===== config.mk =====
export PLATFORM = sky130hd
export DESIGN_NAME = noc_out_arbiter
export DESIGN_NICKNAME = d
export VERILOG_FILES = /design/src/rtl/noc_pkg.sv /design/src/rtl/noc_flit_fifo.sv /design/src/rtl/noc_out_arbiter.sv
export SDC_FILE = /design/constraint.sdc
export NUM_CORES = 1
export LEC_CHECK = 0
export ABC_CLOCK_PERIOD_IN_PS = 12300
export BUFFER_PORTS_ARGS = -buffer_cell sky130_fd_sc_hd__buf_2
export CAP_MARGIN = 40
export CORE_MARGIN = 4
export CORE_UTILIZATION = 50
export DETAILED_ROUTE_END_ITERATION = 10
export PLACE_DENSITY = 0.79
export SLEW_MARGIN = 0
export SYNTH_ARGS = -nofsm -noshare
export SYNTH_HDL_FRONTEND = slang
export SYNTH_HIERARCHICAL = 1
export SYNTH_SLANG_ARGS = --single-unit

===== constraint.sdc =====
create_clock -name clk -period 12.3 [get_ports clk]
set_clock_uncertainty 0.15 [all_clocks]
set_input_delay 1.845 -clock clk [delete_from_list [all_inputs] [get_ports clk]]
set_output_delay 1.845 -clock clk [all_outputs]
set_load 0.05 [all_outputs]

===== src/rtl/noc_pkg.sv =====
// Shared NoC definitions: 33-bit flit layout, arbiter FSM states and the
// round-robin pointer helper used by the output-port arbiter.
package noc_pkg;

    localparam int FLIT_W   = 33;
    localparam int LAST_BIT = 32;
    localparam int DST_HI   = 31;
    localparam int DST_LO   = 28;
    localparam int SRC_HI   = 27;
    localparam int SRC_LO   = 24;

    typedef struct packed {
        logic        last;
        logic [3:0]  dst;
        logic [3:0]  src;
        logic [23:0] data;
    } flit_t;

    typedef enum logic {
        IDLE   = 1'b0,
        LOCKED = 1'b1
    } arb_state_t;

    // Next port after cur, wrapping at n (n need not be a power of two).
    function automatic int rr_next(input int cur, input int n);
        return (cur + 1 >= n) ? 0 : cur + 1;
    endfunction

endpackage


===== src/rtl/noc_flit_fifo.sv =====
// Small flit FIFO with a register-sourced head and count-based full/empty.
// A push is refused whenever the FIFO is full, even if a pop happens too.
module noc_flit_fifo #(
    parameter int WIDTH = 33,
    parameter int DEPTH = 2
) (
    input  logic             clk,
    input  logic             reset,
    input  logic             push,
    input  logic [WIDTH-1:0] push_data,
    output logic             full,
    input  logic             pop,
    output logic [WIDTH-1:0] out_data,
    output logic             out_valid
);

    localparam int AW = (DEPTH > 1) ? $clog2(DEPTH) : 1;
    localparam int CW = $clog2(DEPTH + 1);

    logic [WIDTH-1:0] mem_reg [DEPTH];
    logic [AW-1:0]    wr_ptr_reg;
    logic [AW-1:0]    rd_ptr_reg;
    logic [CW-1:0]    count_reg;
    logic             do_push;
    logic             do_pop;

    assign full      = (count_reg == CW'(DEPTH));
    assign out_valid = (count_reg != '0);
    assign do_push   = push && !full;
    assign do_pop    = pop && out_valid;
    assign out_data  = mem_reg[rd_ptr_reg];

    generate
        for (genvar gi = 0; gi < DEPTH; gi++) begin : g_entry
            always_ff @(posedge clk or posedge reset) begin
                if (reset) begin
                    mem_reg[gi] <= '0;
                end else if (do_push && (wr_ptr_reg == AW'(gi))) begin
                    mem_reg[gi] <= push_data;
                end
            end
        end
    endgenerate

    // DEPTH is a power of two, so the pointers wrap naturally.
    always_ff @(posedge clk or posedge reset) begin
        if (reset) begin
            wr_ptr_reg <= '0;
            rd_ptr_reg <= '0;
            count_reg  <= '0;
        end else begin
            if (do_push) begin
                wr_ptr_reg <= wr_ptr_reg + 1'b1;
            end
            if (do_pop) begin
                rd_ptr_reg <= rd_ptr_reg + 1'b1;
            end
            case ({do_push, do_pop})
                2'b10:   count_reg <= count_reg + 1'b1;
                2'b01:   count_reg <= count_reg - 1'b1;
                default: count_reg <= count_reg;
            endcase
        end
    end

endmodule


===== src/rtl/noc_out_arbiter.sv =====
// Output-port arbiter: round-robin, packet-locked grant of one router output
// link among NUM_IN input ports, feeding a small registered output FIFO.
module noc_out_arbiter
    import noc_pkg::*;
#(
    parameter int NUM_IN     = 5,
    parameter int WIDTH      = 33,
    parameter int FIFO_DEPTH = 2,
    localparam int PTR_W     = $clog2(NUM_IN)
) (
    input  logic                           clk,
    input  logic                           reset,
    input  logic [NUM_IN-1:0][WIDTH-1:0]   in_data,
    input  logic [NUM_IN-1:0]              in_valid,
    output logic [NUM_IN-1:0]              in_ready,
    output logic [WIDTH-1:0]               out_data,
    output logic                           out_valid,
    input  logic                           out_ready,
    output logic [PTR_W-1:0]               grant_id,
    output logic                           busy
);

    arb_state_t        state_reg;
    logic [PTR_W-1:0]  rr_ptr_reg;
    logic [PTR_W-1:0]  grant_reg;
    logic [PTR_W-1:0]  winner;
    logic [PTR_W-1:0]  sel;
    logic              found;
    logic              fifo_full;
    logic              accept;
    logic              flit_last;
    logic [NUM_IN-1:0] ready;

    // First valid port at or after rr_ptr, wrapping modulo NUM_IN.
    always_comb begin
        int idx;
        idx    = 0;
        winner = '0;
        found  = 1'b0;
        for (int k = 0; k < NUM_IN; k++) begin
            idx = int'(rr_ptr_reg) + k;
            if (idx >= NUM_IN) begin
                idx = idx - NUM_IN;
            end
            if (!found && in_valid[idx]) begin
                found  = 1'b1;
                winner = PTR_W'(idx);
            end
        end
    end

    // While locked the owner sees ready whether or not it is currently valid.
    always_comb begin
        ready = '0;
        if (!reset && !fifo_full) begin
            if (state_reg == IDLE) begin
                if (found) begin
                    ready[winner] = 1'b1;
                end
            end else begin
                ready[grant_reg] = 1'b1;
            end
        end
    end

    assign sel       = (state_reg == IDLE) ? winner : grant_reg;
    assign accept    = |(ready & in_valid);
    assign flit_last = in_data[sel][LAST_BIT];
    assign in_ready  = ready;
    assign busy      = (state_reg == LOCKED);
    assign grant_id  = grant_reg;

    always_ff @(posedge clk or posedge reset) begin
        if (reset) begin
            state_reg  <= IDLE;
            rr_ptr_reg <= '0;
            grant_reg  <= '0;
        end else if (accept) begin
            if (state_reg == IDLE) begin
                if (flit_last) begin
                    rr_ptr_reg <= PTR_W'(rr_next(int'(winner), NUM_IN));
                end else begin
                    state_reg <= LOCKED;
                    grant_reg <= winner;
                end
            end else if (flit_last) begin
                state_reg  <= IDLE;
                rr_ptr_reg <= PTR_W'(rr_next(int'(grant_reg), NUM_IN));
            end
        end
    end

    noc_flit_fifo #(
        .WIDTH (WIDTH),
        .DEPTH (FIFO_DEPTH)
    ) u_fifo (
        .clk       (clk),
        .reset     (reset),
        .push      (accept),
        .push_data (in_data[sel]),
        .full      (fifo_full),
        .pop       (out_valid && out_ready),
        .out_data  (out_data),
        .out_valid (out_valid)
    );

endmodule

==> results.toml, run 1 <==
[cells_and_area]
fin_nets = 1074
seq_area_um2 = 1930
n_fill_cell = 1168
area_growth_syn_to_layout_pct = 20.7
multi_input_area_um2 = 4430
largest_reg_flops = 66
final_core_util_pct = 61.5
design_area_um2 = 8150
drive_gt1_share_pct = 43.2

[global_routing]
grt_pass1_vias = 6090
gr-total-overflow = 0
grt_pass1_wl_um = 31100
grt_usage_pct = 24.0
antenna_found_initial = 2
grt_max_degree = 70

[floorplan]
core_region_area_um2 = 13200
die-area_um2 = 15400
row_count = 42
ios = 216
die_h_um = 124
initial_core_util_pct = 51.0
die_x_um = 124

[route]
drt_wl_total_um = 19200
vias = 6226
ant_nets = 0
drt_first_pass_iters = 5
wl_per_cell_um = 18.0
drt-vias-per-instance = 5.82
drc = 0
drtIter0Drc = 369

[clock_network]
cts_tree = "done"
hold_buffers = 0
cts_buffer_depth = 2
cts.repair.resized = 0
h-tree-depth = 3
root_buffer = "clkbuf_16"
clock_latency_ns = 0.32
clock-sinks = 77
cts_setup_buffers = 0
path_clk_slew_ns = 0.06
cts_made_buffers = 9

[worst_setup_path]
required_ns = 10.30
worst_setup_path_end_kind = "primary output"
cp_top_family = "compound AO/OA/AOI/OAI gates"
worst_r2r_startpoint = "rr_ptr_reg[1]"
crit_start = "in_valid[0]"
critical_path_class = "in2out"
worstPathArrival_ns = 5.01
max_stage_delay_ns = 0.52
crit_fanout = 69
slowest_stage = "buf_4"
cp-start-kind = "input port"
path_buf_inv = 3
path_cells = "buf_2 -> a2111oi_0 -> a211oi_1 -> o221ai_1 -> o21a_2 -> nand4_4 -> o31ai_2 -> o21a_2 -> buf_4 -> nand3_1 -> nor2b_1 -> buf_2"

[sta]
max_slew_margin_pct = 50.6
rsz0062_at_grt = "no"
finalSetupViolCount = 0
finalCritPeriodShare_pct = 56.9
finalCriticalPeriod_ns = 7.00
hold_viol_final = 0
worst_pin_slew_ns = 0.740
finalMaxSlewViolations = 0
setup_tns_ns = 0
fmax_mhz = 143

[synthesis]
synth_common_cells = "nand2_1 (89), dfrtp_1 (77), mux2_2 (70)"
yosys.area.top_type = "dfrtp_1"
synthTopCellsByArea = "dfrtp_1 (29%), mux2_2 (12%), mux2_4 (8.2%), nand2_1 (4.9%), a211oi_1 (4.3%)"
synth_ff_type = "dfrtp_1"
synth_top_area_share_pct = 28.5
synth_edf_count = 0
syn_avg_cell_area_um2 = 9.54
yosysSeqAreaShare_pct = 28.5
synthesis.area_um2 = 6750
synthCells = 708
synthArstFlopShare_pct = 100
ys_seq_elements = 77
yosys.cell_count.top_type = "nand2_1"
yosysWarningCount = 6
yosysUniqueCellTypes = 87
syn_nets = 896

[hold_path]
hold_class = "reg2reg"
hp-start = "u_fifo/mem_reg[35]"

[place]
globalplace.congestion = 0.945
port-buffer-count = 215
placedInstanceArea_um2 = 7860
post-dp-hpwl_um = 14300

[outcome]
outcome = "complete, no violations"

[flow_run]
maxCapViolCount = 0
==> cells by family (layout without fill, tap and decap cells) <==
family	count (synthesis)	in the layout	share of synthesized area (%)
xor+xnor	12	12	1.56
buf+inv	79	262	6.13
fa+ha+maj	15	15	2.78
compound gates	195	195	23.2
other cells	0	2	0
flops	77	77	28.5
simple gates	209	209	15.9
mux	121	121	22.0
==> worst register-to-register path, delay by kind of cell (launching register included) <==
| family | cells | cell delay, ns |
|---|---|---|
| and+or+nand+nor | 6 | 2.04 |
| AOI/OAI and AO/OA | 4 | 1.20 |
| buffers and inverters | 2 | 0.82 |
| adders and majority gates | 1 | 0.75 |
| DFF | 1 | 0.65 |
| muxes | 1 | 0.43 |
==> routing by layer <==
metal | vias to the layer above | global-route usage (%) | routed length [um]
li1 | 3001 | - | -
met1 | 2928 | 31.5 | 8290
met2 | 271 | 40.8 | 9360
met3 | 26 | 4.47 | 1280
met4 | 0 | 6.13 | 311
met5 | - | 0 | 0
==> worst paths after layout <==
kind	slack, ns	end	cells after the start
min	0.35	u_fifo/mem_reg[35]	1
max in group asynchronous	10.14	u_fifo/mem_reg[42]	4
max reg2reg	6.16	u_fifo/mem_reg[31]	14
min in group asynchronous	1.34	grant_id[2]	2
min reg2reg	0.35	u_fifo/mem_reg[35]	1
max	5.30	in_ready[0]	12
==> metrics by stage <==
stage / setup WS [ns] / instances / hold slack, ns
after global routing: 4.92 / 1069 / 0.361
after detailed placement: 5.29 / 1051 / 0.338
final: 5.30 / 1069 / 0.350
after CTS: 5.29 / 1067 / 0.352
after global placement: 5.36 / 1048 / 0.331
after floorplan: 5.65 / 708 / 0.310
==> cell usage in the layout (no fill, tap or decap), types with 3 or more instances in the layout <==
| cell | synthesis | layout |
|---|---|---|
| buf_4 | 4 | 7 |
| mux2_2 | 70 | 70 |
| a21oi_1 | 16 | 16 |
| o21ai_1 | 5 | 5 |
| nand2_1 | 89 | 89 |
| clkbuf_16 | 0 | 9 |
| nor3_1 | 13 | 13 |
| o211ai_1 | 5 | 5 |
| and2_1 | 23 | 23 |
| nand2b_1 | 6 | 6 |
| xor2_1 | 4 | 4 |
| nor2_1 | 29 | 28 |
| xnor2_1 | 8 | 8 |
| o21ai_0 | 4 | 4 |
| a211oi_1 | 39 | 39 |
| a22o_1 | 33 | 33 |
| a211o_1 | 3 | 3 |
| mux2_4 | 37 | 37 |
| buf_2 | 19 | 215 |
| dfrtp_1 | 77 | 77 |
| a22oi_1 | 3 | 3 |
| a31oi_1 | 39 | 39 |
| and2_0 | 11 | 11 |
| inv_2 | 2 | 3 |
| ha_1 | 15 | 15 |
| nand3_1 | 6 | 6 |
| inv_1 | 18 | 17 |
| mux2i_1 | 14 | 14 |
| nand3b_1 | 4 | 4 |
| a31o_2 | 3 | 3 |
==> area by class of cell <==
class / count / share of cell area [%]
diodes: 2 / 0.0614
clock buffers: 9 / 2.76
clock inverters: 7 / 0.706
inverters: 21 / 0.967
multi-input cells: 552 / 54.4
flip-flops and latches: 77 / 23.6
well taps: 176 / 2.70
repair buffers: 225 / 14.8
Power of run 1 is not shown: default switching activity piles up to over one toggle a cycle in this logic, so the estimate is an artifact.
==> run 2: changes to the inputs <==
--- a/config.mk
+++ b/config.mk
@@ -5,7 +5,8 @@
 export SDC_FILE = /design/constraint.sdc
 export NUM_CORES = 1
 export LEC_CHECK = 0
-export ABC_CLOCK_PERIOD_IN_PS = 12300
+export ABC_AREA = 1
+export ABC_CLOCK_PERIOD_IN_PS = 6700
 export BUFFER_PORTS_ARGS = -buffer_cell sky130_fd_sc_hd__buf_2
 export CAP_MARGIN = 40
 export CORE_MARGIN = 4
==> constraint.sdc (replaced) <==
create_clock -name clk -period 6.7 [get_ports clk]
set_clock_uncertainty 0.15 [all_clocks]
set_input_delay 1.005 -clock clk [delete_from_list [all_inputs] [get_ports clk]]
set_output_delay 1.005 -clock clk [all_outputs]
set_load 0.05 [all_outputs]
==> results.toml, run 2 <==
[clock_network]
hold_buffers = 0
cts_tree = "done"
root_buffer = "clkbuf_16"
cts_buffer_depth = 2
h-tree-depth = 3
path_clk_slew_ns = 0.06
cts.repair.resized = 0
clock_latency_ns = 0.33
cts_made_buffers = 9
cts_setup_buffers = 0
clock-sinks = 77

[floorplan]
die-area_um2 = 15200
die_h_um = 123
die_x_um = 123
ios = 216
core_region_area_um2 = 12800
row_count = 41
initial_core_util_pct = 51.9

[worst_setup_path]
worst_r2r_startpoint = "rr_ptr_reg[0]"
critical_path_class = "reg2out"
crit_fanout = 34
required_ns = 5.54
cp-start-kind = "register"
crit_start = "rr_ptr_reg[0]"
worst_setup_path_end_kind = "primary output"
worstPathArrival_ns = 4.47

[route]
drt-vias-per-instance = 5.49
wl_per_cell_um = 15.8
ant_nets = 0
drt_first_pass_iters = 5
drtIter0Drc = 783
drt_wl_total_um = 22400
vias = 7797
drc = 0

[synthesis]
synth_edf_count = 0
synthTopCellsByArea = "dfrtp_1 (29%), nand2_1 (29%), nand3_1 (13%), nand4_1 (7.9%), ha_1 (2.8%)"
syn_avg_cell_area_um2 = 6.19
synth_top_area_share_pct = 29.0
yosys.cell_count.top_type = "nand2_1"
syn_nets = 1264
synth_common_cells = "nand2_1 (510), nand3_1 (176), nand4_1 (84)"
yosysUniqueCellTypes = 37
synthArstFlopShare_pct = 100
synthCells = 1076
yosysSeqAreaShare_pct = 29.0
ys_seq_elements = 77
synthesis.area_um2 = 6660
synth_ff_type = "dfrtp_1"
yosys.area.top_type = "dfrtp_1"
yosysWarningCount = 6

[cells_and_area]
multi_input_area_um2 = 4170
antenna_cells = 0
seq_area_um2 = 1930
mostFrequentLayoutCells = "nand2_1 (509), buf_2 (215), nand3_1 (176)"
area_growth_syn_to_layout_pct = 20.1
largest_reg_flops = 66
drive_gt1_share_pct = 23.3
fin_nets = 1430
final_common_cell = "nand2_1"
n_fill_cell = 1297

[flow_run]
maxCapViolCount = 0

[sta]
finalSetupViolCount = 0
rsz0062_at_grt = "no"
finalCriticalPeriod_ns = 5.62
max_slew_margin_pct = 45.1
hold_viol_final = 0
worst_pin_slew_ns = 0.822
setup_tns_ns = 0
finalCritPeriodShare_pct = 84.0
fmax_mhz = 178
finalMaxSlewViolations = 0

[place]
port-buffer-count = 215
post-dp-hpwl_um = 16500
globalplace.congestion = 0.911

[global_routing]
antenna_found_initial = 1
grt_pass1_wl_um = 35300
grt_max_degree = 71
gr-total-overflow = 0
grt_pass1_vias = 7079
grt_usage_pct = 29.1

[outcome]
outcome = "complete, no violations"

[hold_path]
hp-start = "u_fifo/mem_reg[18]"
hold_class = "reg2reg"
## run 2: changes by cell type in the layout (fill, tap and decap cells not counted), sizes merged, moves of 13 or more
| cell | delta |
|---|---|
| nand2 | +434 |
| mux2i | -14 |
| a31oi | -38 |
| a22o | -33 |
| mux2 | -107 |
| nand3 | +183 |
| nand4 | +83 |
| a21oi | -13 |
| and2 | -34 |
| a211oi | -39 |
| inv | +27 |
## run 2: routing by layer
metal	GRT usage, %	part of all wire [%]	vias to the layer above
li1	-	-	3872
met1	41.4	43	3551
met2	45.2	47	332
met3	3.80	7.3	40
met4	10.4	2.6	2
met5	0	0.058	-
## run 2: final timing paths
kind	to	slack, ns	cells after the start
setup / recovery	in_ready[4]	1.08	21
hold / removal	u_fifo/mem_reg[18]	0.32	2
setup reg to reg	u_fifo/count_reg[1]	1.26	26
hold reg to reg	u_fifo/mem_reg[18]	0.32	2
max in group asynchronous	u_fifo/mem_reg[11]	5.21	4
min in group asynchronous	grant_id[1]	0.54	2
## run 2: per-stage QoR
| step | area [um2] | setup slack [ns] | hold slack [ns] | utilization [%] | cells |
|---|---|---|---|---|---|
| detailed placement | 7690 | 1.33 | 0.308 | 60.0 | 1403 |
| global route | 7990 | 0.699 | 0.340 | 62.3 | 1419 |
| CTS | 7990 | 1.16 | 0.324 | 62.3 | 1419 |
| global placement | 7640 | 1.51 | 0.303 | 59.6 | 1401 |
| finish | 7990 | 1.08 | 0.320 | 62.3 | 1419 |
| floorplan | 6660 | 1.48 | 0.292 | - | 1076 |
## run 2: final cells by class
class	instances	share of cell area, %
clock inverters	4	0.689
repair buffers	226	14.9
flip-flops and latches	77	24.1
inverters	50	2.35
multi-input cells	878	52.2
clock buffers	12	3.08
well taps	172	2.69
## run 2: kinds of logic (layout without fill, tap and decap cells)
kind of cell / count (synthesis) / count (layout) / synth area share [%]
XOR/XNOR: 3 / 3 / 0.395
AND/OR/NAND/NOR: 831 / 831 / 56.4
buffers and inverters: 121 / 292 / 8.61
flip-flops: 77 / 77 / 29.0
adder cells (fa/ha/maj): 15 / 15 / 2.82
AO/OA/AOI/OAI: 29 / 29 / 2.80
## run 2: worst max-delay path: stages, from the launching register on
cell     delay (ns)
dfrtp_1        0.72
inv_2          0.23
ha_1           0.25
inv_1          0.06
ha_1           0.14
inv_1          0.07
nand2_2        0.13
nand2_1        0.06
o21ai_1        0.18
nand3_1        0.11
nand2_1        0.15
nand2_4        0.12
nand4_1        0.13
nand2_1        0.07
inv_1          0.05
nand2_1        0.06
nor2_2         0.11
nand2_2        0.15
nand2_1        0.11
nand2_2        0.47
nor4_1         0.42
buf_2          0.32
Power of run 2 is left out for the same reason.
